==> config.mk <==
export PLATFORM = sky130hd
export DESIGN_NAME = tuple_scan_rx
export DESIGN_NICKNAME = d
export VERILOG_FILES = /design/src/rtl/tuple_pkg.sv /design/src/rtl/tuple_scan_rx_row_classify.sv /design/src/rtl/tuple_scan_rx.sv
export SDC_FILE = /design/constraint.sdc
export NUM_CORES = 1
export LEC_CHECK = 0
export ABC_AREA = 0
export CORE_MARGIN = 3
export CORE_UTILIZATION = 35
export CTS_BUF_LIST = sky130_fd_sc_hd__clkbuf_16
export CTS_CLUSTER_SIZE = 8
export DETAILED_ROUTE_END_ITERATION = 8
export REMOVE_ABC_BUFFERS = 1
export SYNTH_ARGS = -nofsm -noshare
export SYNTH_HDL_FRONTEND = slang
export SYNTH_HIERARCHICAL = 1
export SYNTH_SLANG_ARGS = --single-unit
==> constraint.sdc <==
create_clock -name clk -period 9.8 [get_ports clk]
set_clock_uncertainty 0.15 [all_clocks]
set_input_delay 1.96 -clock clk [delete_from_list [all_inputs] [get_ports clk]]
set_output_delay 1.96 -clock clk [all_outputs]
set_load 0.01 [all_outputs]
==> src/rtl/tuple_pkg.sv <==
// Shared types for the generated-tuple receive path: tuple/row shapes,
// geometry constants and the scan FSM state encoding.
package tuple_pkg;

    typedef logic [4:2][1:0][2:2][0:2] tuple_t;
    typedef logic [0:2]                row_t;

    localparam int NUM_ROWS   = 6;
    localparam int TUPLE_BITS = 18;

    typedef enum logic [1:0] {
        IDLE = 2'd0,
        SCAN = 2'd1,
        DONE = 2'd2
    } scan_state_e;

endpackage : tuple_pkg

==> src/rtl/tuple_scan_rx_row_classify.sv <==
// Combinational classifier for one 3-bit row: counts exact ones, exact
// zeros and anything else (X or Z) and flags a row holding any unknown.
module row_classify
    import tuple_pkg::*;
(
    input  row_t       row,
    output logic [1:0] ones,
    output logic [1:0] zeros,
    output logic [1:0] unk,
    output logic       any_unk
);

    // Four-state exact classification; X and Z both land in unk.
    always_comb begin
        ones    = 2'd0;
        zeros   = 2'd0;
        unk     = 2'd0;
        for (int k = 0; k < 3; k++) begin
            if (row[k] === 1'b1) begin
                ones = ones + 2'd1;
            end else if (row[k] === 1'b0) begin
                zeros = zeros + 2'd1;
            end else begin
                unk = unk + 2'd1;
            end
        end
        any_unk = (unk != 2'd0);
    end

endmodule : row_classify

==> src/rtl/tuple_scan_rx.sv <==
// Receives one tuple per handshake, scans it a row per cycle from row 5
// down to row 0, and presents bit-class counts plus a word compare.
module tuple_scan_rx
    import tuple_pkg::*;
#(
    parameter int signed EXPECT_WORD = 32'sd13,
    parameter int        ROW_W       = 3
) (
    input  logic                       clk,
    input  logic                       rst,
    input  logic                       in_valid,
    output logic                       in_ready,
    input  logic [4:2][1:0][2:2][0:2]  in_tuple,
    input  logic signed [31:0]         in_word,
    output logic                       out_valid,
    input  logic                       out_ready,
    output logic [4:0]                 ones_cnt,
    output logic [4:0]                 zeros_cnt,
    output logic [4:0]                 unk_cnt,
    output logic [5:0]                 row_unk,
    output logic                       word_mismatch,
    output logic signed [31:0]         word_echo
);

    scan_state_e state_r;
    tuple_t      tuple_r;
    logic [2:0]  ptr_r;

    logic [TUPLE_BITS-1:0] flat_s;
    logic [4:0]            base_s;
    row_t                  row_s;
    logic [1:0]            row_ones_s;
    logic [1:0]            row_zeros_s;
    logic [1:0]            row_unk_s;
    logic                  row_any_unk_s;

    // Row r sits at flat bits [r*ROW_W +: ROW_W], with element [0] as the MSB.
    always_comb begin
        flat_s = tuple_r;
        base_s = 5'(ptr_r) * 5'(ROW_W);
        row_s  = flat_s[base_s +: 3];
    end

    row_classify u_row_classify (
        .row     (row_s),
        .ones    (row_ones_s),
        .zeros   (row_zeros_s),
        .unk     (row_unk_s),
        .any_unk (row_any_unk_s)
    );

    // Scan FSM with capture registers, row pointer and result accumulators.
    always_ff @(posedge clk) begin
        if (rst) begin
            state_r       <= IDLE;
            tuple_r       <= '0;
            ptr_r         <= 3'd0;
            in_ready      <= 1'b1;
            out_valid     <= 1'b0;
            ones_cnt      <= 5'd0;
            zeros_cnt     <= 5'd0;
            unk_cnt       <= 5'd0;
            row_unk       <= 6'd0;
            word_mismatch <= 1'b0;
            word_echo     <= 32'sd0;
        end else begin
            case (state_r)
                IDLE: begin
                    if (in_valid && in_ready) begin
                        tuple_r       <= in_tuple;
                        word_echo     <= in_word;
                        // Two-state compare: an unknown word bit reads as 0.
                        word_mismatch <= (int'(in_word) != EXPECT_WORD);
                        ones_cnt      <= 5'd0;
                        zeros_cnt     <= 5'd0;
                        unk_cnt       <= 5'd0;
                        row_unk       <= 6'd0;
                        ptr_r         <= 3'd5;
                        in_ready      <= 1'b0;
                        state_r       <= SCAN;
                    end
                end
                SCAN: begin
                    ones_cnt  <= ones_cnt  + {3'd0, row_ones_s};
                    zeros_cnt <= zeros_cnt + {3'd0, row_zeros_s};
                    unk_cnt   <= unk_cnt   + {3'd0, row_unk_s};
                    row_unk   <= row_unk | (6'(row_any_unk_s) << ptr_r);
                    if (ptr_r == 3'd0) begin
                        out_valid <= 1'b1;
                        state_r   <= DONE;
                    end else begin
                        ptr_r <= ptr_r - 3'd1;
                    end
                end
                DONE: begin
                    if (out_ready) begin
                        out_valid <= 1'b0;
                        in_ready  <= 1'b1;
                        state_r   <= IDLE;
                    end
                end
                default: begin
                    out_valid <= 1'b0;
                    in_ready  <= 1'b1;
                    state_r   <= IDLE;
                end
            endcase
        end
    end

endmodule : tuple_scan_rx
**Word level (Yosys, flattened, before mapping)**

Index checks and enable logic that the tools add are counted.

- Register bits after elaboration: 79
- Input bits: 54
- Output and inout port bits: 56
- Word-level logic and storage cells: 90

- $add $sub $neg: 10
- Multipliers: 1
- Eq/ne operators: 13
- Shift-type cells: 2
- Multiplexer cells: 34
- Bitwise gates (word level): 3
- Reduce and logical (&&, ||, !) cells: 11

Operators by type and width:

| operator | number |
|---|---|
| $ne 32x5->1 const B | 1 |
| $mux 2 | 15 |
| $pmux 5 s2 | 3 |
| $shiftx 18x6->3 | 1 |
| $add 5x2->5 | 3 |
| $pmux 6 s2 | 1 |
| $reduce_and 3->1 | 4 |
| $add 2x1->2 const B | 5 |
| $ne 2x2->1 const B | 4 |
| $mux 1 | 7 |
| $eqx 1x1->1 const B | 6 |
| $mux 3 | 2 |
| $mux 6 | 1 |
| $or 6x6->6 | 1 |
| $pmux 1 s3 | 2 |
| $pmux 2 s3 | 1 |
| $pmux 3 s2 | 1 |
| $shl 1x3->6 | 1 |
| $mul 3x2->5 const B | 1 |
| $mux 5 | 1 |
| $reduce_and 2->1 | 2 |
| $reduce_bool 2->1 | 2 |
| $logic_not 3->1 | 1 |
| $sub 3x1->3 const B | 1 |
| other kinds (6) | 7 |

**Logic depth before layout (Yosys ltp)**

Gate-level depths: netlist of run 1.

- Depth in word-level cells: 15
- Depth in mapped cells: 15
- Depth with buffers taken out: 14

**Modules after synthesis**

Netlist of run 1, hierarchy kept.

By module, submodules not included:

| module | times used | cells each | area an instance (µm²) | sequential area each (µm²) |
|---|---|---|---|---|
| tuple_scan_rx | 1 | 404 | 3345.7 | 1581.5 |
| row_classify | 1 | 16 | 118.9 | 0.0 |

**Worst setup path after synthesis of run 1**

OpenSTA, ideal clock, no wires.

- Path kind: register to register
- From: register ptr_r[0]
- To: register zeros_cnt[4]
- Setup time: 70 ps
- Arrival: 3049 ps
- Data required time: 9580 ps
- Slack: 6531 ps
- Cell stages (with the launch flop): 16
- Buffers on the path: 1
- Clock period less this slack: 3269 ps
- Cell sequence: dfxtp_1 -> buf_2 -> mux4_2 -> nand2_1 -> o21ai_0 -> inv_1 -> ha_1 -> xor2_1 -> inv_1 -> ha_1 -> inv_1 -> fa_1 -> nor3b_1 -> nand3_1 -> or2_0 -> a21oi_1

- Elaborated cells on any way between the ends: 18
- Those cells by class: 3 x add/sub; 1 x mul; 6 x eq/ne; 1 x shift; 7 x mux

RTL lines:

| item | line | text |
|---|---|---|
| start: declaration | tuple_scan_rx.sv:27 | `logic [2:0] ptr_r;` |
| start signal: assignment | tuple_scan_rx.sv:92 | `ptr_r <= ptr_r - 3'd1;` |
| $mul 3x2->5 (*) | tuple_scan_rx.sv:40 | `base_s = 5'(ptr_r) * 5'(ROW_W);` |
| $shiftx 18x6->3 (*) | tuple_scan_rx.sv:41 | `row_s = flat_s[base_s +: 3];` |
| via row_s[1] | tuple_scan_rx.sv:31 | `row_t row_s;` |
| $eqx 1x1->1 | tuple_scan_rx_row_classify.sv:21 | `end else if (row[k] === 1'b0) begin` |
| $mux 2 | tuple_scan_rx_row_classify.sv:21 |  |
| $mux 2 (*) | tuple_scan_rx_row_classify.sv:19 | `if (row[k] === 1'b1) begin` |
| $add 2x1->2 | tuple_scan_rx_row_classify.sv:22 | `zeros = zeros + 2'd1;` |
| $mux 2 | tuple_scan_rx_row_classify.sv:21 |  |
| $mux 2 (*) | tuple_scan_rx_row_classify.sv:19 |  |
| via row_zeros_s[0] | tuple_scan_rx.sv:33 | `logic [1:0] row_zeros_s;` |
| $add 5x2->5 (*) | tuple_scan_rx.sv:85 | `zeros_cnt <= zeros_cnt + {3'd0, row_zeros_s};` |
| $pmux 5 s2 (*) | tuple_scan_rx.sv:67 | `case (state_r)` |
| end signal: assignment | tuple_scan_rx.sv:85 |  |
| end: declaration | tuple_scan_rx.sv:18 | `output logic [4:0] zeros_cnt,` |

Mark *: on every way through the listed nets, which the timed path passes. The rest lies on a longest branch.
A chain may end at the register's enable or synchronous reset.

**Worst setup path in the final report of run 1**

- From: input port in_valid
- To: register row_unk[5]

- Longest elaborated chain between the ends: 3

Ends and longest elaborated chain:

| item | line | text |
|---|---|---|
| start: declaration | tuple_scan_rx.sv:11 | `input logic in_valid,` |
| $logic_and 1x1->1 | tuple_scan_rx.sv:69 | `if (in_valid && in_ready) begin` |
| $ne 2x2->1 (no source line) | n/a |  |
| $reduce_and 2->1 (no source line) | n/a |  |
| end signal: assignment | tuple_scan_rx.sv:87 | `row_unk <= row_unk \| (6'(row_any_unk_s) << ptr_r);` |
| end: declaration | tuple_scan_rx.sv:20 | `output logic [5:0] row_unk,` |

No other way between the ends.

==> results.sh, run 1 <==
export IMPL_rows=35
export IMPL_firstDrtPassIters=4
export IMPL_syn_area_per_cell_sq_um=8.249
export IMPL_crit_required_ps=9830
export IMPL_end_kind="flop"
export IMPL_worst_path_max_delay_cell="nand4bb_4"
export IMPL_cts_repair_resized=0
export IMPL_grt_pass1_wl_microns=13930
export IMPL_die_h_microns=105.5
export IMPL_met2_length_microns=3742
export IMPL_rsz0062_at_grt="false"
export IMPL_design_core_area_sq_um=9415
export IMPL_startpoint_type="input port"
export IMPL_vias=3091
export IMPL_hpwl_microns=5896
export IMPL_portBuffers=109
export IMPL_drt_iter0_drc=119
export IMPL_max_stage_delay_ps=800
export IMPL_yosysSeqAreaShare_pct=45.65
export IMPL_finalMaxSlewViolations=0
export IMPL_wirelength_met1_microns=3775
export IMPL_place_area_sq_um=4566
export IMPL_maxSlewHeadroom_pct=29.50
export IMPL_ys_ff_latch=79
export IMPL_min_period_over_period_pct=39.44
export IMPL_drv_cap=0
export IMPL_drt_antenna_violating_nets=0
export IMPL_drt_vias_per_instance=4.770
export IMPL_worstPathArrival_ps=3890
export IMPL_leakage_nw=1.773
export IMPL_holdBufCountCts=0
export IMPL_fin_setup_tns_ps=0
export IMPL_htree_levels=3
export IMPL_post_route_drc_count=0
export IMPL_synth_enable_flop_cells=0
export IMPL_area_growth_pct=40.16
export IMPL_globalRouteOverflowTotal=0
export IMPL_route_met3_wl_microns=924
export IMPL_wl_microns=8522
export IMPL_hold_path_class="flop to flop"
export IMPL_ios=110
export IMPL_period_needed_ps=3865
export IMPL_finalPower_mw=0.8457
export IMPL_cts_tree="yes"
export IMPL_initial_utilization_pct=36.80
export IMPL_grt_max_degree=80
export IMPL_highest_layer="met4"
export IMPL_ys_types=39
export IMPL_clk_latency_ps=320
export IMPL_clk_pin_slew_worst_paths_ps=60
export IMPL_hold_viol=0
export IMPL_root_buffer="clkbuf_16"
export IMPL_path_max_fanout=70
export IMPL_wl_per_cell_microns=13.15
export IMPL_whs_ps=302.5
export IMPL_cts_buffer_depth=2
export IMPL_die_w_microns=105.5
export IMPL_dieArea_sq_um=11130
export IMPL_drive_gt1_share_pct=5.588
export IMPL_clkSinkCount=79
export IMPL_grt_pass1_vias=2986
export IMPL_syn_cell_area_sq_um=3465
export IMPL_crit_path_cell_trace="clkdlybuf4s50_1 -> nand4bb_4 -> a32oi_1 -> nor2_1"
export IMPL_nets=583
export IMPL_cts_setup_buffers=0
export IMPL_ys_async_sr_fraction_pct=0
export IMPL_max_freq_mhz=258.7
export IMPL_insertedDiodeCount=0
export IMPL_place_congestion=0.7288
export IMPL_cts_buffers=9
export IMPL_syn_inst=420
export IMPL_synth_flop_cell="dfxtp_1"
export IMPL_path_class="input port to flop"
export IMPL_finalSetupViolCount=0
export IMPL_ir_worst_vdd_uv=100.8
export IMPL_p_per_area_nw_per_um2=174.2
export IMPL_antenna_found_initial=0
export IMPL_stdcell_area_sq_um=4856
export IMPL_yosysWarnings=6
export IMPL_worst_pin_slew_ps=1058
export IMPL_grt_usage_pct=15.28
export IMPL_status="finished, final reports clean"
[where the power goes]
| group | leakage (nW) | internal (mW) | switching, mW | total (mW) |
|---|---|---|---|---|
| clock network | 0.148 | 0.195 | 0.129 | 0.324 |
| logic | 0.980 | 0.0770 | 0.0822 | 0.159 |
| registers | 0.645 | 0.344 | 0.0179 | 0.362 |
[cell type report]
cell class / instances / area (sq um)
fillers: 913 / 4559
well taps: 129 / 161.4
clock buffers: 9 / 225.2
repair buffers: 110 / 1094
flip-flops and latches: 79 / 1582
inverters: 17 / 63.81
clock inverters: 7 / 65.06
multi-input cells: 297 / 1665
[routing by layer]
layer / track usage, % / vias up
li1: - / 1588
met2: 23.45 / 85
met5: 0 / -
met1: 19.08 / 1409
met4: 4.718 / 0
met3: 7.165 / 9
[synthesized netlist by cell type (2+ instances only)]
library cell / count / area (sq um)
nand2_1: 116 / 435.4
dfxtp_1: 79 / 1582
a21oi_1: 62 / 310.3
nor2_1: 26 / 97.59
inv_1: 17 / 63.81
ha_1: 12 / 150.1
nand3_1: 12 / 60.06
buf_2: 11 / 55.05
clkbuf_1: 8 / 30.03
nor4_1: 7 / 43.79
nor3_1: 6 / 30.03
buf_4: 5 / 37.54
buf_6: 5 / 56.30
o21ai_0: 5 / 25.02
a31oi_1: 4 / 25.02
mux2_2: 4 / 45.04
mux2i_1: 4 / 40.04
a21o_1: 3 / 22.52
a22oi_1: 3 / 22.52
and3_1: 3 / 18.77
fa_1: 3 / 60.06
mux4_2: 3 / 67.56
or2_0: 3 / 18.77
a311oi_2: 2 / 30.03
a41oi_1: 2 / 17.52
nand4_1: 2 / 12.51
[cells by family (layout without fill, tap and decap cells)]
group / Yosys count / count (layout) / share of synthesized area, %
other: 1 / 3 / 0.1082
adders and majority gates: 15 / 15 / 6.067
DFF: 79 / 79 / 45.65
and+or+nand+nor: 183 / 183 / 22.72
buffers and inverters: 46 / 143 / 7.006
muxes: 11 / 11 / 4.406
xor gates and xnor gates: 2 / 2 / 0.5057
AOI/OAI and AO/OA: 83 / 83 / 13.54
[critical path, delay by kind of cell]
kind	cells	cell delay, ps
and+or+nand+nor	2	870
buffers and inverters	1	550
AOI/OAI and AO/OA	1	470
[worst paths after layout]
path / slack, ps / start / cells past startpoint / to
worst max-delay path: 5930 / in_valid / 4 / row_unk[5]
worst min-delay path: 300 / word_echo[5] / 2 / word_echo[5]
worst max register to register: 6090 / ptr_r[0] / 14 / zeros_cnt[4]
worst min register to register: 300 / word_echo[5] / 2 / word_echo[5]
[state kept, by name (all words and copies together), names as in the netlist]
name	count
flat_s	18
in_ready	1
ones_cnt	5
out_valid	1
ptr_r	3
row_unk	6
state_r	2
unk_cnt	5
word_echo	32
word_mismatch	1
zeros_cnt	5
[per-stage QoR]
step           worst slack (ps)  utilization (%)  instances
2_1_floorplan              5445                -        393
6_report                   5935            51.57        648
4_1_cts                    5894            51.57        648
3_5_place_dp               5562            48.49        632
3_3_place_gp               5576            48.49        632
5_1_grt                    5710            51.57        648
[layout by cell type, fill, tap and decap left out, types with 5 or more instances in the layout]
master / instances
a21oi_1: 62
clkbuf_16: 9
clkdlybuf4s50_1: 108
dfxtp_1: 79
ha_1: 12
inv_1: 18
nand2_1: 116
nand3_1: 12
nor2_1: 26
nor3_1: 6
nor4_1: 7
o21ai_0: 5
No activity file was read; power rests on OpenSTA's default activity.
==> run 2, diff against run 1 <==
clock period = 3.9 ns   (was 9.8 ns; I/O delays follow)
==> run 2 against run 1 <==
  * Core utilization increased by 0.89 points
  * Die area unchanged
  * Wire length increased by 1.7%
  * Hold slack improved by 3.2 ps
  * Critical path depth increased by 10
  * Global-route usage increased by 0.65 points
  * Register-to-register slack got worse by 5600 ps
  * Cell count increased by 0.77%
  * Sequential cell count unchanged
  * Critical endpoint is now zeros_cnt[4]
  * Highest routed layer unchanged
==> results.sh, run 2 (synthesized netlist as in run 1, its figures left out) <==
export IMPL_status="finished, final reports clean"
export IMPL_vias=3138
export IMPL_design_core_area_sq_um=9415
export IMPL_stdcell_area_sq_um=4940
export IMPL_hpwl_microns=6197
export IMPL_largest_reg_flops=32
export IMPL_grt_max_degree=56
export IMPL_globalRouteOverflowTotal=0
export IMPL_clk_latency_ps=330
export IMPL_place_area_sq_um=4603
export IMPL_min_period_over_period_pct=87.49
export IMPL_path_class="flop to flop"
export IMPL_wirelength_met1_microns=3820
export IMPL_worstPathArrival_ps=3530
export IMPL_fin_util_pct=52.47
export IMPL_fin_setup_tns_ps=0
export IMPL_drv_cap=0
export IMPL_end_kind="flop"
export IMPL_regMostFlops="word_echo"
export IMPL_firstDrtPassIters=5
export IMPL_maxSlewHeadroom_pct=31.77
export IMPL_startpoint_type="flop"
export IMPL_htree_levels=3
export IMPL_finalMaxSlewViolations=0
export IMPL_hold_path_startpoint="word_echo[18]"
export IMPL_nFillCells=943
export IMPL_r2r_slack_ps=490
export IMPL_period_needed_ps=3412
export IMPL_leakage_nw=1.818
export IMPL_max_freq_mhz=293.1
export IMPL_p_sw_share_pct=25.69
export IMPL_clk_pin_slew_worst_paths_ps=60
export IMPL_reg2reg_to="zeros_cnt[4]"
export IMPL_grt_pass1_wl_microns=14500
export IMPL_final_cell_mix="nand2_1 (116), clkdlybuf4s50_1 (108), dfxtp_1 (79), a21oi_1 (62), nor2_1 (26)"
export IMPL_ios=110
export IMPL_grt_usage_pct=15.93
export IMPL_post_route_drc_count=0
export IMPL_p_per_area_nw_per_um2=459.6
export IMPL_reg2reg_depth=14
export IMPL_grt_pass1_vias=3126
export IMPL_hold_path_class="flop to flop"
export IMPL_dieArea_sq_um=11130
export IMPL_drt_vias_per_instance=4.806
export IMPL_finalSetupViolCount=0
export IMPL_drt_iter0_drc=126
export IMPL_place_congestion=0.7325
export IMPL_reg2reg_from="ptr_r[0]"
export IMPL_rsz0062_at_grt="false"
export IMPL_wl_microns=8668
export IMPL_nets=588
export IMPL_worst_pin_slew_ps=1023
export IMPL_cts_buffer_depth=2
export IMPL_p_switching_mw=0.5833
export IMPL_die_h_microns=105.5
export IMPL_cts_tree="yes"
export IMPL_drive_gt1_share_pct=6.489
export IMPL_cts_setup_buffers=0
export IMPL_pwr_share_comb_pct=18.1
export IMPL_crit_path_end="zeros_cnt[4]"
export IMPL_holdBufCountCts=0
export IMPL_initial_utilization_pct=36.80
export IMPL_pwr_share_seq_pct=39.9
export IMPL_cts_buffers=9
export IMPL_hold_viol=0
export IMPL_crit_required_ps=4020
export IMPL_startpoint="ptr_r[0]"
export IMPL_route_met3_wl_microns=868
export IMPL_wl_per_cell_microns=13.27
export IMPL_root_buffer="clkbuf_16"
export IMPL_power_share_clock_pct=42.0
export IMPL_highest_layer="met4"
export IMPL_clkSinkCount=79
export IMPL_cts_repair_resized=0
export IMPL_layout_commonest_cell="nand2_1"
export IMPL_met2_length_microns=3904
export IMPL_path_max_fanout=4
export IMPL_insertedDiodeCount=0
export IMPL_p_int_mw=1.687
export IMPL_rows=35
export IMPL_ir_worst_vdd_uv=229.5
export IMPL_die_w_microns=105.5
export IMPL_drt_antenna_violating_nets=0
export IMPL_area_growth_pct=42.58
export IMPL_antenna_found_initial=0
export IMPL_portBuffers=109
-- run 2: per-stage QoR --
| stage | std cells | power, mW | worst slack, ps | hold slack, ps |
|---|---|---|---|---|
| after floorplan | 393 | 1.123 | 588.5 | 277.1 |
| after global placement | 637 | 1.331 | 615.2 | 291.1 |
| after detailed placement | 637 | 1.337 | 473.5 | 298.5 |
| after CTS | 653 | 2.294 | 454.9 | 307.2 |
| after global routing | 653 | 2.389 | 180.2 | 323.2 |
| final | 653 | 2.270 | 487.7 | 305.6 |
-- run 2: metal layers --
| layer | vias up | global-route usage [%] |
|---|---|---|
| li1 | 1602 | - |
| met1 | 1442 | 18.59 |
| met3 | 7 | 7.165 |
| met2 | 87 | 25.77 |
| met4 | 0 | 5.828 |
| met5 | - | 0 |
-- run 2: final cells by class --
type	instances	area (sq um)	share of cell area [%]
multi-input cells	297	1665	33.71
repair buffers	115	1131	22.90
inverters	17	63.81	1.292
well taps	129	161.4	3.267
clock inverters	7	111.4	2.254
clock buffers	9	225.2	4.559
flip-flops and latches	79	1582	32.02
-- run 2: worst min-delay path by stage --
stage | to | slack (ps) | cells after the start
4_1_cts | flat_s[11] | 310 | 2
2_1_floorplan | flat_s[6] | 280 | 2
6_report | word_echo[18] | 310 | 2
3_3_place_gp | word_echo[29] | 290 | 2
3_5_place_dp | word_echo[26] | 300 | 2
5_1_grt | flat_s[7] | 320 | 2
-- run 2: power by group through the flow --
stage          clock network (mW)  registers, mW  logic [mW]
2_1_floorplan                   0          0.935       0.189
3_3_place_gp                    0          0.921       0.410
3_5_place_dp                    0          0.923       0.414
4_1_cts                     0.972          0.906       0.416
5_1_grt                      1.01          0.913       0.463
6_report                    0.954          0.905       0.411
-- run 2: worst max-delay path, stage by stage (launching register included) --
cell     delay, ps
dfxtp_1        440
mux4_2         530
nand2_1         70
o21ai_0        150
inv_1          130
ha_1           250
xor2_1         180
inv_1           90
ha_1           150
inv_1           60
fa_1           390
nor3b_1        300
nand3_1        130
or2_0          210
a21oi_1        130
==> run 3, diff against run 2 <==
CORE_UTILIZATION = 46   (was 35)
PLACE_DENSITY = 0.79   (was default)
==> run 3 against run 2 <==
  * Setup slack improved by 39 ps
  * First-iteration DRC count up 32%
  * Critical path depth unchanged
  * Largest cell class unchanged
  * Sequential power barely moved
  * Combinational power grew 1%
  * Maximum frequency up 1.2%
  * Non-clock buffer count shrank 1
  * Via count rose by 1.6%
  * Sequential cell count unchanged
  * Global-route usage increased by 4.6 points
  * Count of clock-buffer cells in the layout unchanged
  * Critical endpoint unchanged
  * Hold slack got worse by 3.8 ps
==> results.sh, run 3 (synthesized netlist as in run 1, its figures left out) <==
export IMPL_clk_pin_slew_worst_paths_ps=60
export IMPL_dieArea_sq_um=8609
export IMPL_antenna_found_initial=0
export IMPL_end_kind="flop"
export IMPL_critical_path_most_common_cell="inv_1"
export IMPL_initial_utilization_pct=47.51
export IMPL_leakage_nw=1.816
export IMPL_drt_antenna_violating_nets=0
export IMPL_cts_buffers=9
export IMPL_cts_setup_buffers=0
export IMPL_htree_levels=3
export IMPL_whs_path_depth=2
export IMPL_portBuffers=109
export IMPL_drv_cap=0
export IMPL_grt_pass1_vias=3161
export IMPL_place_area_sq_um=4558
export IMPL_max_freq_mhz=296.4
export IMPL_maxSlewHeadroom_pct=62.61
export IMPL_root_buffer="clkbuf_16"
export IMPL_holdBufCountCts=0
export IMPL_die_h_microns=92.79
export IMPL_finalMaxSlewViolations=0
export IMPL_path_class="flop to flop"
export IMPL_grt_max_degree=52
export IMPL_drt_vias_per_instance=5.127
export IMPL_ir_worst_vdd_uv=276.7
export IMPL_path_max_fanout=3
export IMPL_largest_reg_flops=32
export IMPL_drive_gt1_share_pct=5.927
export IMPL_startpoint_type="flop"
export IMPL_place_ws_ps=556.0
export IMPL_fin_util_pct=67.04
export IMPL_design_core_area_sq_um=7292
export IMPL_min_period_over_period_pct=86.50
export IMPL_clkSinkCount=79
export IMPL_vias=3189
export IMPL_p_per_area_nw_per_um2=458.6
export IMPL_wl_per_cell_microns=13.81
export IMPL_layout_commonest_cell="nand2_1"
export IMPL_max_stage_delay_ps=530
export IMPL_nets=587
export IMPL_post_route_drc_count=0
export IMPL_reg2reg_depth=14
export IMPL_fin_setup_tns_ps=0
export IMPL_cts_buffer_depth=2
export IMPL_insertedDiodeCount=0
export IMPL_rsz0062_at_grt="false"
export IMPL_path_delay_family="adder cells"
export IMPL_regMostFlops="word_echo"
export IMPL_die_w_microns=92.79
export IMPL_cts_tree="yes"
export IMPL_ios=110
export IMPL_area_growth_pct=41.10
export IMPL_status="finished, final reports clean"
export IMPL_finalSetupViolCount=0
export IMPL_final_cell_mix="nand2_1 (116), clkdlybuf4s50_1 (108), dfxtp_1 (79), a21oi_1 (62), nor2_1 (26)"
export IMPL_rows=31
export IMPL_hold_viol=0
export IMPL_post_route_worst_setup_slack_ps=526.5
export IMPL_hold_path_class="flop to flop"
export IMPL_wl_microns=8591
export IMPL_path_depth=14
export IMPL_period_needed_ps=3373
export IMPL_clk_latency_ps=320
export IMPL_drt_iter0_drc=166
export IMPL_place_congestion=0.8070
export IMPL_grt_pass1_wl_microns=14280
export IMPL_worst_path_max_delay_cell="mux4_2"
export IMPL_crit_required_ps=4000
export IMPL_worstPathArrival_ps=3470
export IMPL_worst_pin_slew_ps=555.0
export IMPL_firstDrtPassIters=5
export IMPL_grt_usage_pct=20.56
export IMPL_path_buf_inv=3
export IMPL_finalPower_mw=2.242
export IMPL_crit_path_cell_trace="mux4_2 -> nand2_1 -> o21ai_0 -> inv_1 -> ha_1 -> xor2_1 -> inv_1 -> ha_1 -> inv_1 -> fa_1 -> nor3b_1 -> nand3_1 -> or2_0 -> a21oi_1"
export IMPL_stdcell_area_sq_um=4888
export IMPL_hpwl_microns=6140
export IMPL_cts_repair_resized=0
export IMPL_globalRouteOverflowTotal=0
run 3: cell types whose count changed in the layout (fill, tap and decap cells not counted), sizes merged:
cell    change
buf         -1
clkinv      -1
inv         +1
run 3: worst paths after layout:
| check | start | end | slack, ps |
|---|---|---|---|
| max | ptr_r[0] | zeros_cnt[4] | 530 |
| min | word_echo[11] | word_echo[11] | 300 |
| max reg2reg | ptr_r[0] | zeros_cnt[4] | 530 |
| min reg2reg | word_echo[11] | word_echo[11] | 300 |
run 3: final cells by class:
class / count / area, sq um
clock inverter: 7 / 105.1
timing repair buffer: 114 / 1124
multi-input combinational: 297 / 1665
clock buffer: 9 / 225.2
sequential: 79 / 1582
inverter: 17 / 63.81
tap: 99 / 123.9
fill: 639 / 2404
run 3: per-layer routing:
layer	GRT usage (%)	wire length (microns)	vias up
li1	-	-	1600
met1	23.02	3502	1467
met2	34.19	4063	106
met3	8.855	865	16
met5	0	0	-
met4	8.425	160	0
run 3: worst min-delay path, stage by stage, from the launching register on:
cell and delay, ps:
dfxtp_1 300, nand2_1 50, a21oi_1 50
run 3: through the flow:
| step | cells | hold slack [ps] |
|---|---|---|
| after floorplan | 393 | 277.1 |
| after global placement | 606 | 290.9 |
| after detailed placement | 606 | 296.5 |
| after CTS | 622 | 304.4 |
| after global routing | 622 | 327.2 |
| final | 622 | 301.9 |
run 3: where the power goes:
part           internal (mW)  switching (mW)
registers              0.865          0.0407
logic                  0.200           0.216
clock network          0.616           0.305
